[src/rtl/display_pkg.sv]
// Shared types and constants for the 8-digit multiplexed 7-segment display driver.
package display_pkg;

  localparam int unsigned NUM_DIGITS = 8;
  localparam int unsigned IDX_W      = 3;
  localparam int unsigned DIN_W      = 6;
  localparam int unsigned SEG_W      = 7;
  localparam int unsigned EN_BIT     = 5;
  localparam int unsigned HEX_MSB    = 4;
  localparam int unsigned HEX_LSB    = 1;
  localparam int unsigned DPN_BIT    = 0;

  localparam logic [SEG_W-1:0]      SEG_BLANK = 7'h7F;
  localparam logic [NUM_DIGITS-1:0] ANODE_OFF = 8'hFF;

  typedef enum logic {
    SHOW  = 1'b0,
    BLANK = 1'b1
  } scan_state_e;

  // One digit-memory entry, laid out to match the DIN write payload
  typedef struct packed {
    logic       en;
    logic [3:0] hex;
    logic       dp_n;
  } digit_t;

endpackage

[src/rtl/hex_to_seg7.sv]
// Combinational hex nibble to active-low {g,f,e,d,c,b,a} segment decoder.
module hex_to_seg7
  import display_pkg::*;
(
  input  logic [3:0]       hex,
  output logic [SEG_W-1:0] seg_c
);

  always_comb begin
    seg_c = SEG_BLANK;
    unique case (hex)
      4'h0: seg_c = 7'b1000000;
      4'h1: seg_c = 7'b1111001;
      4'h2: seg_c = 7'b0100100;
      4'h3: seg_c = 7'b0110000;
      4'h4: seg_c = 7'b0011001;
      4'h5: seg_c = 7'b0010010;
      4'h6: seg_c = 7'b0000010;
      4'h7: seg_c = 7'b1111000;
      4'h8: seg_c = 7'b0000000;
      4'h9: seg_c = 7'b0010000;
      4'hA: seg_c = 7'b0001000;
      4'hB: seg_c = 7'b0000011;
      4'hC: seg_c = 7'b1000110;
      4'hD: seg_c = 7'b0100001;
      4'hE: seg_c = 7'b0000110;
      4'hF: seg_c = 7'b0001110;
      default: seg_c = SEG_BLANK;
    endcase
  end

endmodule

[src/rtl/display_scan_driver.sv]
// Digit buffer write port plus time-multiplexed scan of an 8-digit common-anode display,
// with an optional all-dark gap between digits and a frame-complete pulse.
module display_scan_driver
  import display_pkg::*;
#(
  parameter int unsigned REFRESH_DIV  = 100000,
  parameter int unsigned BLANK_CYCLES = 16
) (
  input  logic                  clk,
  input  logic                  rst,
  input  logic                  W,
  input  logic [IDX_W-1:0]      WADD,
  input  logic [DIN_W-1:0]      DIN,
  output logic [NUM_DIGITS-1:0] an,
  output logic [SEG_W-1:0]      seg,
  output logic                  dp,
  output logic                  frame_done
);

  localparam int unsigned CNT_MAX = (REFRESH_DIV > BLANK_CYCLES) ? REFRESH_DIV : BLANK_CYCLES;
  localparam int unsigned CNT_W   = (CNT_MAX > 1) ? $clog2(CNT_MAX) : 1;
  localparam logic [CNT_W-1:0] SHOW_LAST  = CNT_W'(REFRESH_DIV - 1);
  localparam logic [CNT_W-1:0] BLANK_LAST = CNT_W'(BLANK_CYCLES - 1);
  localparam logic [IDX_W-1:0] LAST_IDX   = IDX_W'(NUM_DIGITS - 1);

  digit_t mem [NUM_DIGITS];

  scan_state_e           state_q, state_d;
  logic [IDX_W-1:0]      idx_q, idx_d;
  logic [CNT_W-1:0]      cnt_q, cnt_d;
  logic                  wrap_c;
  logic                  lit_c;
  digit_t                cur_c;
  logic [SEG_W-1:0]      dec_seg_c;
  logic [NUM_DIGITS-1:0] an_d;
  logic [SEG_W-1:0]      seg_d;
  logic                  dp_d;

  // Digit memory: one write per cycle, no handshake
  always_ff @(posedge clk or posedge rst) begin
    if (rst) begin
      for (int i = 0; i < int'(NUM_DIGITS); i++) mem[i] <= '0;
    end else if (W) begin
      mem[WADD] <= digit_t'(DIN);
    end
  end

  assign cur_c = mem[idx_q];

  hex_to_seg7 u_dec (
    .hex   (cur_c.hex),
    .seg_c (dec_seg_c)
  );

  always_ff @(posedge clk or posedge rst) begin
    if (rst) begin
      state_q    <= SHOW;
      idx_q      <= '0;
      cnt_q      <= '0;
      an         <= ANODE_OFF;
      seg        <= SEG_BLANK;
      dp         <= 1'b1;
      frame_done <= 1'b0;
    end else begin
      state_q    <= state_d;
      idx_q      <= idx_d;
      cnt_q      <= cnt_d;
      an         <= an_d;
      seg        <= seg_d;
      dp         <= dp_d;
      frame_done <= wrap_c;
    end
  end

  // Scan sequencing; outputs are derived from the current registered state only,
  // so at most one anode can ever be driven low.
  always_comb begin
    state_d = state_q;
    idx_d   = idx_q;
    cnt_d   = cnt_q + CNT_W'(1);
    wrap_c  = 1'b0;

    unique case (state_q)
      SHOW: begin
        if (cnt_q == SHOW_LAST) begin
          cnt_d = '0;
          if (BLANK_CYCLES == 0) begin
            idx_d  = idx_q + IDX_W'(1);
            wrap_c = (idx_q == LAST_IDX);
          end else begin
            state_d = BLANK;
          end
        end
      end
      BLANK: begin
        if (cnt_q == BLANK_LAST) begin
          cnt_d   = '0;
          state_d = SHOW;
          idx_d   = idx_q + IDX_W'(1);
          wrap_c  = (idx_q == LAST_IDX);
        end
      end
      default: state_d = SHOW;
    endcase

    lit_c = (state_q == SHOW) && cur_c.en;
    an_d  = lit_c ? ~(NUM_DIGITS'(1) << idx_q) : ANODE_OFF;
    seg_d = lit_c ? dec_seg_c : SEG_BLANK;
    dp_d  = lit_c ? cur_c.dp_n : 1'b1;
  end

endmodule

[config.mk]
export PLATFORM = sky130hd
export DESIGN_NAME = display_scan_driver
export DESIGN_NICKNAME = d
export VERILOG_FILES = /design/src/rtl/display_pkg.sv /design/src/rtl/hex_to_seg7.sv /design/src/rtl/display_scan_driver.sv
export SDC_FILE = /design/constraint.sdc
export NUM_CORES = 1
export LEC_CHECK = 0
export CAP_MARGIN = 30
export CORE_UTILIZATION = 45
export DETAILED_ROUTE_END_ITERATION = 8
export GPL_TIMING_DRIVEN = 0
export PLACE_DENSITY = 0.66
export SETUP_SLACK_MARGIN = 0.2
export SYNTH_ARGS = -nofsm -noshare
export SYNTH_HDL_FRONTEND = slang
export SYNTH_SLANG_ARGS = --single-unit
export TNS_END_PERCENT = 20
[constraint.sdc]
create_clock -name clk -period 2.6 [get_ports clk]
set_input_delay 0.39 -clock clk [delete_from_list [all_inputs] [get_ports clk]]
set_output_delay 0.39 -clock clk [all_outputs]
set_load 0.01 [all_outputs]
==> results.cfg, run 1 <==
[global_route]
antenna_found_initial = 0
overflow = 0
first_global_vias = 2542
grt_max_degree = 44
grt_pass1_wl_mm = 12.8
grtUsageTotal_pct = 17.6

[floorplanning]
die_y_um = 96.9
die_x_um = 96.9
ios = 29
core-area_sq_mm = 0.00872
rows = 34
start_util_pct = 46.5
dieArea_sq_mm = 0.00940

[yosys]
async_flop_share_pct = 100
synth_area_sq_mm = 0.00406
syn_nets = 337
yosysUniqueCellTypes = 46
yosysWarnings = 0
synth-seq-cells = 86
seq_area_frac_synth_pct = 53.6
synth_edf_count = 0
postSynthCellCount = 312
synth-main-ff-cell = dfrtp_1
synth_area_per_cell_sq_um = 13.0

[timing]
finalCriticalPeriod_ns = 2.32
hold_violations = 0
skew_ns = 0.0107
setup_viol = 0
rsz0062_at_grt = false
setup_tns_ns = 0
worst_slew_pin_slew_ns = 0.703
finalMaxSlewViolations = 0
maxSlewHeadroom_pct = 52.8
fin_crit_sh_pct = 89.1
fmax_mhz = 432

[clocking]
root_buffer = clkbuf_8
max-clock-path-buffers = 2
cts_max_level = 3
path_clk_slew_ns = 0.09
cts_tree = built
cts-buffers-inserted = 9
insertion_delay_ns = 0.35
cts_sinks = 86

[finish]
layout_common_cells = 70 x dfrtp_1, 51 x mux2_2, 27 x nand2_1
seq_area_sq_mm = 0.00217
nFillCells = 712
layout.cells.non_filler = 470
final_area_sq_mm = 0.00474
layout_commonest_cell = dfrtp_1
fin_util_pct = 54.4
drive_gt1_share_pct = 33.4
antenna_cells = 0
nNetsFinal = 382
multi_input_area_sq_mm = 0.00179
area_growth_pct = 16.9

[critical_path]
r2r_start = idx_q[1]$_DFFE_PP0P_
critPathLaunchType = flop
path_class = flop to flop
critPathMaxFanout = 10
regToRegSetupSlack_ns = 0.28
worstRegToRegCells = 9
cp-end-kind = flop
cp.required_ns = 2.84
arrival_ns = 2.56
worstReg2RegEnd = seg[5]$_DFF_PP1_

[drt]
via_per_inst = 5.38
firstDrtPassIters = 4
routed_wl_mm = 7.40
routedWlPerCell_um = 15.7
ant_nets = 0
post-route-drc-count = 0
vias = 2527
first_iter_violations = 91

[pwr]
irDropWorstVdd_uv = 370
p_leak_nw = 1.98
p_total_mw = 3.16
powerDensity_mw_per_mm2 = 666

[place]
place_area_sq_mm = 0.00449
io_buffer_count = 25
place_congestion = 0.787
dp_hpwl_mm = 5.17
dp_cells = 448

[status]
run_status = finished, final reports clean

[hold_path]
hold_class = input pin to async pin

[run]
cap_violations = 0
power by group:
group / internal (mW) / leakage, nW / switching [mW]
sequential: 1.57 / 1.04 / 0.0850
combinational: 0.364 / 0.860 / 0.277
clock: 0.376 / 0.0849 / 0.488
total: 2.31 / 1.98 / 0.850
state kept, by name, indices dropped and copies added, names as in the netlist:
register and flops:
an 8, cnt_q 17, dp 1, frame_done 1
idx_q 3, mem 48, seg 7, state_q 1
final cells by class:
class | count | area share [%]
Sequential cell | 86 | 45.8
Buffer | 10 | 1.66
Inverter | 11 | 0.950
Multi-Input combinational cell | 205 | 37.7
Clock buffer | 10 | 2.90
Tap cell | 108 | 2.85
Clock inverter | 6 | 0.950
Timing Repair Buffer | 34 | 7.18
cell usage after synthesis (3+ instances only):
library cell,count,share of area [%]
a21oi_1,3,0.37
and3_1,4,0.62
buf_2,3,0.37
buf_6,3,0.83
clkbuf_1,4,0.37
dfrtp_1,70,43
dfstp_2,16,10
ha_1,13,4.0
inv_1,11,1.0
mux2_2,51,14
mux2i_1,4,0.99
mux4_2,10,5.6
nand2_1,27,2.5
nand3_1,9,1.1
nand4_1,4,0.62
nand4b_1,3,0.65
nor2_1,16,1.5
nor3_1,7,0.86
o21ai_0,4,0.49
o221ai_1,3,0.65
xnor2_1,9,1.9
xor2_1,7,1.5
per-stage QoR:
step	hold WS, ns	worst slack (ns)
4_1_cts	0.287	0.247
6_report	0.299	0.284
3_3_place_gp	0.472	0.0419
2_1_floorplan	0.455	0.386
3_5_place_dp	0.477	-0.0245
5_1_grt	0.306	0.208
worst max-delay path: stages, from the launching register on:
cell      delay (ns)
dfrtp_1         0.45
buf_6           0.20
mux4_2          0.54
mux2i_4         0.25
inv_1           0.12
ha_1            0.20
inv_1           0.09
nor2_1          0.07
a21oi_1         0.13
o221ai_1        0.15
cells by family (layout without fill, tap and decap cells):
kind of cell	after synthesis	count (layout)	synth area share [%]
muxes	67	67	21.4
AOI/OAI and AO/OA	21	21	3.67
xor gates and xnor gates	16	16	3.46
buffers and inverters	21	71	2.59
adders and majority gates	13	13	4.01
and+or+nand+nor	88	88	11.3
DFF	86	86	53.6
per-layer routing:
layer / global-route usage [%] / part of all wire (%) / up-vias
met4: 5.40 / 1.1 / 0
met1: 23.0 / 48 / 1263
met2: 29.0 / 49 / 41
met3: 4.12 / 2.6 / 10
li1: - / - / 1213
met5: 0 / 0 / -
timing repair:
item                                    4_1_cts  5_1_grt
endpoints found under the setup margin        7        4
hold buffers                                  0        0
gates resized for setup                       4        3
setup buffers                                 3        3
pin swaps                                     0        0
cloned                                        0        0
worst max-delay path by stage:
| stage | from | endpoint | slack [ns] | cells past startpoint |
|---|---|---|---|---|
| floorplan | idx_q[0]$_DFFE_PP0P_ | seg[3]$_DFF_PP1_ | 0.39 | 8 |
| global placement | idx_q[1]$_DFFE_PP0P_ | seg[3]$_DFF_PP1_ | 0.04 | 7 |
| detailed placement | idx_q[1]$_DFFE_PP0P_ | seg[5]$_DFF_PP1_ | -0.02 | 9 |
| CTS | idx_q[0]$_DFFE_PP0P_ | seg[6]$_DFF_PP1_ | 0.25 | 11 |
| global route | idx_q[1]$_DFFE_PP0P_ | seg[6]$_DFF_PP1_ | 0.21 | 9 |
| finish | idx_q[1]$_DFFE_PP0P_ | seg[5]$_DFF_PP1_ | 0.28 | 9 |
No activity file was read; power rests on OpenSTA's default activity.
==> run 2, diff against run 1 <==
--- a/config.mk
+++ b/config.mk
@@ -5,7 +5,7 @@
 export SDC_FILE = /design/constraint.sdc
 export NUM_CORES = 1
 export LEC_CHECK = 0
-export CAP_MARGIN = 30
+export CAP_MARGIN = 20
 export CORE_UTILIZATION = 45
 export DETAILED_ROUTE_END_ITERATION = 8
 export GPL_TIMING_DRIVEN = 0
==> constraint.sdc (replaced) <==
create_clock -name clk -period 2.6 [get_ports clk]
set_input_delay 0.39 -clock clk [delete_from_list [all_inputs] [get_ports clk]]
set_output_delay 0.39 -clock clk [all_outputs]
set_load 0.02 [all_outputs]
==> results.cfg, run 2 (synthesis gave the netlist of run 1 again) <==
[timing]
rsz0062_at_grt = false
maxSlewHeadroom_pct = 49.4
hold_violations = 0
finalMaxSlewViolations = 0
finalCriticalPeriod_ns = 2.31
worst_slew_pin_slew_ns = 0.753
fin_crit_sh_pct = 88.9
setup_viol = 0
skew_ns = 0.00901
fmax_mhz = 433

[clocking]
insertion_delay_ns = 0.36
max-clock-path-buffers = 2
cts-buffers-inserted = 9
cts_max_level = 3
postCtsHoldBufs = 0
root_buffer = clkbuf_8
path_clk_slew_ns = 0.09
cts_tree = built
cts_sinks = 86

[floorplanning]
ios = 29
core-area_sq_mm = 0.00872
die_x_um = 96.9
die_y_um = 96.9
rows = 34
dieArea_sq_mm = 0.00940
start_util_pct = 46.5

[finish]
seq_area_sq_mm = 0.00217
largestRegisters = mem (48), cnt_q (17), an (8)
top_register = mem
antenna_cells = 0
area_growth_pct = 17.4
layout_commonest_cell = dfrtp_1
layout_common_cells = 70 x dfrtp_1, 51 x mux2_2, 27 x nand2_1
drive_gt1_share_pct = 33.4
layout.cells.non_filler = 470
multi_input_area_sq_mm = 0.00179
nNetsFinal = 382
nFillCells = 713
largest_reg_flops = 48

[place]
place_congestion = 0.787
io_buffer_count = 25
dp_hpwl_mm = 5.15
dp_cells = 448

[global_route]
grt_pass1_wl_mm = 12.9
first_global_vias = 2560
grt_max_degree = 44
overflow = 0
grtUsageTotal_pct = 17.6
antenna_found_initial = 0

[pwr]
powerDensity_mw_per_mm2 = 693
p_total_mw = 3.30
p_leak_nw = 2.00
irDropWorstVdd_uv = 337

[drt]
firstDrtPassIters = 4
routedWlPerCell_um = 15.9
vias = 2493
first_iter_violations = 93
routed_wl_mm = 7.48
ant_nets = 0
via_per_inst = 5.30
post-route-drc-count = 0

[critical_path]
cp-end-kind = flop
critPathLaunchType = flop
critPathMaxFanout = 10
path_class = flop to flop
cp.required_ns = 2.84
arrival_ns = 2.55

[hold_path]
hold_class = input pin to async pin

[run]
cap_violations = 0

[status]
run_status = finished, final reports clean
-- run 2: changes by cell type in the layout (fill, tap and decap cells not counted), sizes merged --
cell,delta
bufinv,+1
clkbuf,-1
clkinv,-1
clkinvlp,-2
inv,+3
-- run 2: layout make-up --
cell class / instances / area share, %
multi-input cells: 205 / 37.6
clock inverters: 7 / 1.63
clock buffers: 9 / 2.60
flip-flops and latches: 86 / 45.6
inverters: 11 / 0.946
repair buffers: 34 / 7.15
well taps: 108 / 2.84
plain buffers: 10 / 1.66
-- run 2: metal layers --
metal | vias to the layer above | track usage (%) | share of wire (%)
met5 | - | 0 | 0
met3 | 8 | 4.77 | 3.2
met1 | 1240 | 22.3 | 47
li1 | 1202 | - | -
met2 | 43 | 29.4 | 48
met4 | 0 | 5.40 | 0.98
-- run 2: final timing paths --
path,from,end,slack [ns],cells past startpoint
worst min register to register,cnt_q[0]$_DFF_PP0_,cnt_q[0]$_DFF_PP0_,0.49,1
max in group asynchronous,rst,seg[4]$_DFF_PP1_,1.80,3
worst max-delay path,idx_q[1]$_DFFE_PP0P_,seg[5]$_DFF_PP1_,0.29,9
min in group clk,cnt_q[0]$_DFF_PP0_,cnt_q[0]$_DFF_PP0_,0.49,1
worst max register to register,idx_q[1]$_DFFE_PP0P_,seg[5]$_DFF_PP1_,0.29,9
worst min-delay path,rst,mem[12]$_DFFE_PP0P_,0.29,2
-- run 2: per-stage QoR --
stage / utilization (%) / setup TNS, ns / area, sq um / hold slack (ns) / setup slack (ns)
finish: 54.6 / 0 / 4760 / 0.286 / 0.289
global route: 54.6 / 0 / 4760 / 0.289 / 0.215
CTS: 54.1 / 0 / 4720 / 0.278 / 0.207
detailed placement: 51.5 / -0.0388 / 4490 / 0.483 / -0.0258
global placement: 51.0 / 0 / 4440 / 0.472 / 0.0419
floorplan: - / 0 / 4060 / 0.455 / 0.386
-- run 2: critical path: stages, from the launching register on --
cell      delay [ns]
dfrtp_1         0.46
buf_6           0.21
mux4_2          0.55
mux2i_4         0.24
inv_1           0.12
ha_1            0.19
inv_1           0.09
nor2_1          0.07
a21oi_1         0.13
o221ai_1        0.14
-- run 2: where the power goes --
group | internal [mW] | total [mW] | switching (mW)
Combinational | 0.364 | 0.673 | 0.308
Sequential | 1.57 | 1.65 | 0.0847
Clock | 0.456 | 0.974 | 0.518
-- run 2: timing repair --
action / in CTS / in global routing
buffers inserted: 2 / 4
pin swaps: 0 / 0
setup endpoints to repair: 7 / 5
resized for setup: 4 / 3
hold endpoints to repair: 0 / 0
